### src/rtl/regfile_pkg.sv
// regfile_pkg: shared types and helpers for the multi-port register file.
//   BYTE_W       - width of one write-strobe lane
//   clr_state_t  - bulk-clear sequencer states
//   addr_w()     - address width for a given register count, never below 1
package regfile_pkg;

  localparam int BYTE_W = 8;

  typedef enum logic {
    IDLE  = 1'b0,
    CLEAR = 1'b1
  } clr_state_t;

  function automatic int addr_w(input int num);
    return (num <= 2) ? 1 : $clog2(num);
  endfunction

endpackage

### src/rtl/reg_en_be.sv
// reg_en_be: one BITS-wide storage register with per-byte write enables
// and a synchronous clear that dominates any byte write in the same cycle.
// Ports:
//   clk  in  clock
//   clr  in  synchronous clear, active-high
//   be   in  [BE]   byte write enables
//   d    in  [BITS] write data
//   q    out [BITS] stored value
module reg_en_be
  import regfile_pkg::*;
#(
  parameter  int BITS = 32,
  localparam int BE   = BITS / BYTE_W
) (
  input  logic            clk,
  input  logic            clr,
  input  logic [BE-1:0]   be,
  input  logic [BITS-1:0] d,
  output logic [BITS-1:0] q
);

  logic [BITS-1:0] q_q, q_d;

  always_comb begin
    q_d = q_q;
    for (int b = 0; b < BE; b++)
      if (be[b]) q_d[b*BYTE_W +: BYTE_W] = d[b*BYTE_W +: BYTE_W];
    if (clr) q_d = '0;
  end

  always_ff @(posedge clk) q_q <= q_d;

  assign q = q_q;

endmodule

### src/rtl/register_file_mp.sv
// register_file_mp: multi-port, byte-enabled architectural register store
// with registered reads and a sequenced bulk-clear engine.
// Optional feature macro: REGFILE_BYPASS_EN (same-edge write-to-read
// forwarding; when undefined a read returns the pre-write value).
// Ports:
//   clk, reset_n (synchronous, active-high despite the name)
//   wr_valid/wr_addr/wr_be/wr_data [WPORTS]  write ports, wr_ready shared
//   rd_en/rd_addr [RPORTS] -> rd_data/rd_valid, one-cycle latency
//   clr_req -> busy for exactly NUM cycles while registers are zeroed
//   err_addr  sticky flag for any out-of-range read or accepted write
module register_file_mp
  import regfile_pkg::*;
#(
  parameter  int BITS      = 32,
  parameter  int NUM       = 7,
  parameter  int WPORTS    = 2,
  parameter  int RPORTS    = 2,
  parameter  int ZERO_REG0 = 0,
  localparam int AW        = addr_w(NUM),
  localparam int BE        = BITS / BYTE_W
) (
  input  logic                          clk,
  input  logic                          reset_n,
  input  logic [WPORTS-1:0]             wr_valid,
  output logic                          wr_ready,
  input  logic [WPORTS-1:0][AW-1:0]     wr_addr,
  input  logic [WPORTS-1:0][BE-1:0]     wr_be,
  input  logic [WPORTS-1:0][BITS-1:0]   wr_data,
  input  logic [RPORTS-1:0]             rd_en,
  input  logic [RPORTS-1:0][AW-1:0]     rd_addr,
  output logic [RPORTS-1:0][BITS-1:0]   rd_data,
  output logic [RPORTS-1:0]             rd_valid,
  input  logic                          clr_req,
  output logic                          busy,
  output logic                          err_addr
);

  clr_state_t                    state_q, state_d;
  logic [AW-1:0]                 cnt_q, cnt_d;
  logic [RPORTS-1:0][BITS-1:0]   rd_data_q, rd_data_d;
  logic [RPORTS-1:0]             rd_valid_q, rd_valid_d;
  logic                          err_q, err_d;

  logic [NUM-1:0][BITS-1:0]      store;
  logic [NUM-1:0][BE-1:0]        wen;
  logic [NUM-1:0][BITS-1:0]      wval;
  logic [NUM-1:0]                reg_clr;
  logic                          wr_err, rd_err;

  assign wr_ready = (state_q == IDLE);
  assign busy     = (state_q == CLEAR);

  // Write merge: ports are visited in ascending order so for every byte
  // lane the highest-indexed port with its strobe set ends up winning.
  // Out-of-range addresses match no register and simply flag an error.
  always_comb begin
    wen    = '0;
    wval   = '0;
    wr_err = 1'b0;
    for (int p = 0; p < WPORTS; p++) begin
      if (wr_valid[p] && wr_ready && !reset_n) begin
        if (32'(wr_addr[p]) >= NUM) wr_err = 1'b1;
        for (int r = 0; r < NUM; r++) begin
          if (!(ZERO_REG0 != 0 && r == 0) && wr_addr[p] == AW'(r)) begin
            for (int b = 0; b < BE; b++) begin
              if (wr_be[p][b]) begin
                wen[r][b]                   = 1'b1;
                wval[r][b*BYTE_W +: BYTE_W] = wr_data[p][b*BYTE_W +: BYTE_W];
              end
            end
          end
        end
      end
    end
  end

  // Clear sequencer: one register per cycle, index 0 first.
  always_comb begin
    state_d = state_q;
    cnt_d   = cnt_q;
    case (state_q)
      IDLE: begin
        if (clr_req) begin
          state_d = CLEAR;
          cnt_d   = '0;
        end
      end
      CLEAR: begin
        cnt_d = cnt_q + AW'(1);
        if (cnt_q == AW'(NUM - 1)) state_d = IDLE;
      end
      default: state_d = IDLE;
    endcase
  end

  for (genvar r = 0; r < NUM; r++) begin : g_reg
    assign reg_clr[r] = reset_n || (state_q == CLEAR && cnt_q == AW'(r));
    reg_en_be #(.BITS(BITS)) u_reg (
      .clk (clk),
      .clr (reg_clr[r]),
      .be  (wen[r]),
      .d   (wval[r]),
      .q   (store[r])
    );
  end

  // Read muxes. Out-of-range and (optionally) register-0 reads match no
  // entry and fall through to zero.
  always_comb begin
    rd_data_d  = rd_data_q;
    rd_valid_d = '0;
    rd_err     = 1'b0;
    for (int i = 0; i < RPORTS; i++) begin
      if (rd_en[i]) begin
        rd_valid_d[i] = 1'b1;
        rd_data_d[i]  = '0;
        if (32'(rd_addr[i]) >= NUM) rd_err = 1'b1;
        for (int r = 0; r < NUM; r++) begin
          if (!(ZERO_REG0 != 0 && r == 0) && rd_addr[i] == AW'(r)) begin
`ifdef REGFILE_BYPASS_EN
            for (int b = 0; b < BE; b++)
              rd_data_d[i][b*BYTE_W +: BYTE_W] = wen[r][b] ? wval[r][b*BYTE_W +: BYTE_W]
                                                           : store[r][b*BYTE_W +: BYTE_W];
`else
            rd_data_d[i] = store[r];
`endif
          end
        end
      end
    end
  end

  assign err_d = err_q | wr_err | rd_err;

  always_ff @(posedge clk) begin
    if (reset_n) begin
      state_q    <= IDLE;
      cnt_q      <= '0;
      rd_data_q  <= '0;
      rd_valid_q <= '0;
      err_q      <= 1'b0;
    end else begin
      state_q    <= state_d;
      cnt_q      <= cnt_d;
      rd_data_q  <= rd_data_d;
      rd_valid_q <= rd_valid_d;
      err_q      <= err_d;
    end
  end

  assign rd_data  = rd_data_q;
  assign rd_valid = rd_valid_q;
  assign err_addr = err_q;

endmodule
### config.mk
export PLATFORM = sky130hd
export DESIGN_NAME = register_file_mp
export DESIGN_NICKNAME = d
export VERILOG_FILES = /design/src/rtl/regfile_pkg.sv /design/src/rtl/reg_en_be.sv /design/src/rtl/register_file_mp.sv
export SDC_FILE = /design/constraint.sdc
export NUM_CORES = 1
export LEC_CHECK = 0
export BUFFER_PORTS_ARGS = -buffer_cell sky130_fd_sc_hd__buf_2
export CAP_MARGIN = 20
export CORE_MARGIN = 4
export CORE_UTILIZATION = 50
export CTS_BUF_LIST = sky130_fd_sc_hd__clkbuf_8
export DETAILED_ROUTE_END_ITERATION = 16
export GPL_TIMING_DRIVEN = 1
export HOLD_SLACK_MARGIN = 0.1
export PLACE_DENSITY = 0.69
export SYNTH_ARGS = -nofsm -noshare
export SYNTH_HDL_FRONTEND = slang
export SYNTH_SLANG_ARGS = --single-unit
export TNS_END_PERCENT = 20
### constraint.sdc
create_clock -name clk -period 4.57 [get_ports clk]
set_input_delay 0.6855 -clock clk [delete_from_list [all_inputs] [get_ports clk]]
set_output_delay 0.6855 -clock clk [all_outputs]
set_load 0.005 [all_outputs]
==> metrics.cfg <==
[yosys]
synth_area_um2 = 16200
syn_inst = 1880
async_sr_flop_fraction = 0
avgSynthCellArea_um2 = 8.63
yosysUniqueCellTypes = 49
synth_edf_count = 0
yosys_warnings = 0
ys_ff_latch = 295
yosys_most_used_dff = sky130_fd_sc_hd__dfxtp_1
postSynthNetCount = 1976
synth_seq_area_share = 0.364

[timing]
relSlewSlack = 0.186
grt_setup_unrepaired = no
final_hold_viols = 0
setup_violations = 0
finClkSkew_ns = 0.0191
layout_worst_path_cycle_share = 0.605
post-route-min-period_ns = 2.76
timing.setup.tns_ns = 0
clock.fmax_mhz = 362
worstMarginPinSlew_ns = 1.22
drv_slew = 0

[detailed_routing]
detailed_routing_iteration_count_for_the_pre_antenna_repair_pass = 6
routed_wire_length_per_instance_um = 29.0
detailroute.wirelength.met3_um = 9810
drc = 0
ratio_of_routed_vias_to_standard_cells = 7.48
dr.max_layer_used = met4
route.final.wire_length_um = 70200
postRouteAntennaNets = 0
dr_wl_met2_um = 29700
initialDrtViolationCount = 3149
routed-via-count = 18100
wl_met1_um = 25900

[worst_setup_path]
setup.worst_path.class = reg -> reg
worst_setup_path_startpoint = busy$_SDFF_PP0_
critPathRequiredTime_ns = 5.07
worst_ep_arrival_time_ns = 3.26
crit-reg2reg-launch = busy$_SDFF_PP0_
setup.worst_path.start_class = flip-flop
cp_max_fo = 25
endpoint_kind = flip-flop

[floorplanning]
die_outline_area_um2 = 35400
die_height_um = 188
floorplan.initialDensity = 0.510
rows = 65
ios = 160
design.core.area_um2 = 31800
chipWidth_um = 188

[clocking]
htree_num_levels = 2
clock_tree_from_tritoncts = built
postCtsHoldBufs = 0
clk_latency_ns = 0.60
numCtsBuffers = 51
cts_buffer_depth = 3
clock-sinks = 295
post_cts_resized = 0
clk_transition_reported_paths_ns = 0.06
clock_tree.root_cell = sky130_fd_sc_hd__clkbuf_8
post-cts-setup-buffers = 0

[outcome]
status = finished clean

[min_path]
timing.hold.worst.start = wr_data[41]
worst_hold_path_type = in -> reg

[cells_and_area]
layout_commonest_cell = sky130_fd_sc_hd__dfxtp_1
areaGrowthSynthToFinish_pct = 12.2
post_route_cells_drive_above_1_share = 0.151
fin_nets = 2049
number_of_inserted_diodes = 0
layout_filler_cell_count = 2900
highest_count_cells_in_the_layout_ignoring_fill_and_taps = sky130_fd_sc_hd__dfxtp_1, sky130_fd_sc_hd__a221oi_1, sky130_fd_sc_hd__nand2_1, sky130_fd_sc_hd__buf_2, sky130_fd_sc_hd__mux2i_1
finalInstanceArea_um2 = 18200

[grt]
grt_pass1_wl_um = 105000
number_of_antenna_violations_at_the_first_check_in_global_routing = 0
grt_remaining_overflow = 0
grt_pass1_vias = 17500
groute.usage.overall = 0.375
grt_start_max_net_pins = 66

[placed_design]
post_dp_cell_area_um2 = 17200
place_congestion = 0.954
port-buffer-count = 159
detailed_place_hpwl_um = 42700

[pwr]
leak_pwr_nw = 6.32
pwr_density_cell_nw_per_um2 = 322
vdd_ir_drop_max_mv = 0.185
finalPower_mw = 5.87

[job]
max_cap_violations = 0

-- registers in the layout (all words and copies together), names as in the netlist --
| name | count |
|---|---|
| cnt_q | 3 |
| rd_valid | 2 |
| rd_data | 64 |
| busy | 1 |
| g.u_reg.q | 224 |
| err_addr | 1 |
-- where the power goes --
part	switching [mW]	total [mW]	internal, mW	leakage, nW
clock network	1.14	2.44	1.29	0.599
logic	0.532	0.761	0.229	3.33
registers	0.0453	2.67	2.62	2.39
-- stage by stage --
step	std cells	worst slack, ns	util	hold WS (ns)
detailed placement	2335	1.49	0.541	0.460
global route	2424	1.69	0.572	0.384
global placement	2335	1.61	0.541	0.458
finish	2424	1.81	0.572	0.377
CTS	2424	2.00	0.572	0.364
floorplan	1880	2.59	-	0.455
-- metal layers --
| metal | vias up | GRT usage |
|---|---|---|
| li1 | 7612 | - |
| met1 | 8575 | 0.478 |
| met2 | 1573 | 0.553 |
| met3 | 364 | 0.109 |
| met4 | 0 | 0.241 |
| met5 | - | 0 |
-- worst max-delay path: stages (launching register included) --
cell	delay (ns)
sky130_fd_sc_hd__dfxtp_1	0.57
sky130_fd_sc_hd__nand4bb_1	0.85
sky130_fd_sc_hd__nor2_1	0.92
sky130_fd_sc_hd__a221oi_1	0.12
sky130_fd_sc_hd__nor3_1	0.20
-- synthesized netlist by cell type (all sizes together), types with 3 or more instances --
library cell	n	area, um^2
dfxtp	295	5910
a221oi	180	1580
nand2	166	623
mux2i	125	1250
o21ai	114	571
clkbuf	112	427
a211oi	106	796
nor2b	103	644
a21oi	96	480
nor2	87	394
a22o	64	561
nand3	64	320
buf	63	323
o221ai	62	543
a31oi	52	325
a32oi	48	420
nor3	35	175
a22oi	24	180
nand2b	14	87.6
and4bb	9	113
nand4bb	7	78.8
nor3b	7	57.6
inv	6	22.5
and3	5	31.3
ha	5	62.6
a21o	4	30.0
nand3b	4	30.0
a31o	3	26.3
and3b	3	26.3
or3b	3	26.3
-- layout make-up --
type                            instances  area (um^2)  area share
Multi-Input combinational cell       1404         9620       0.529
Clock inverter                         22         82.6     0.00454
Tap cell                              435          544      0.0299
Timing Repair Buffer                  195         1100      0.0606
Clock buffer                           67          922      0.0507
Sequential cell                       295         5910       0.324
Inverter                                6         22.5     0.00124
-- cells by family (layout without fill, tap and decap cells) --
logic type / after synthesis / after routing / synth area share
AO/OA/AOI/OAI: 758 / 758 / 0.342
AND/OR/NAND/NOR: 514 / 514 / 0.164
flip-flops: 295 / 295 / 0.364
buffers and inverters: 181 / 290 / 0.0476
multiplexers: 127 / 127 / 0.0785
adder cells (fa/ha/maj): 5 / 5 / 0.00386
-- final timing paths --
path / to / slack (ns) / depth (start not counted)
max reg2reg: g_reg[0].u_reg.q[26]$_SDFFE_PP0P_ / 1.81 / 4
min reg2reg: rd_data[46]$_SDFFE_PP0P_ / 0.47 / 1
min: g_reg[0].u_reg.q[9]$_SDFFE_PP0P_ / 0.38 / 3
max: g_reg[0].u_reg.q[26]$_SDFFE_PP0P_ / 1.81 / 4
Power figures use the tool's default switching activity.
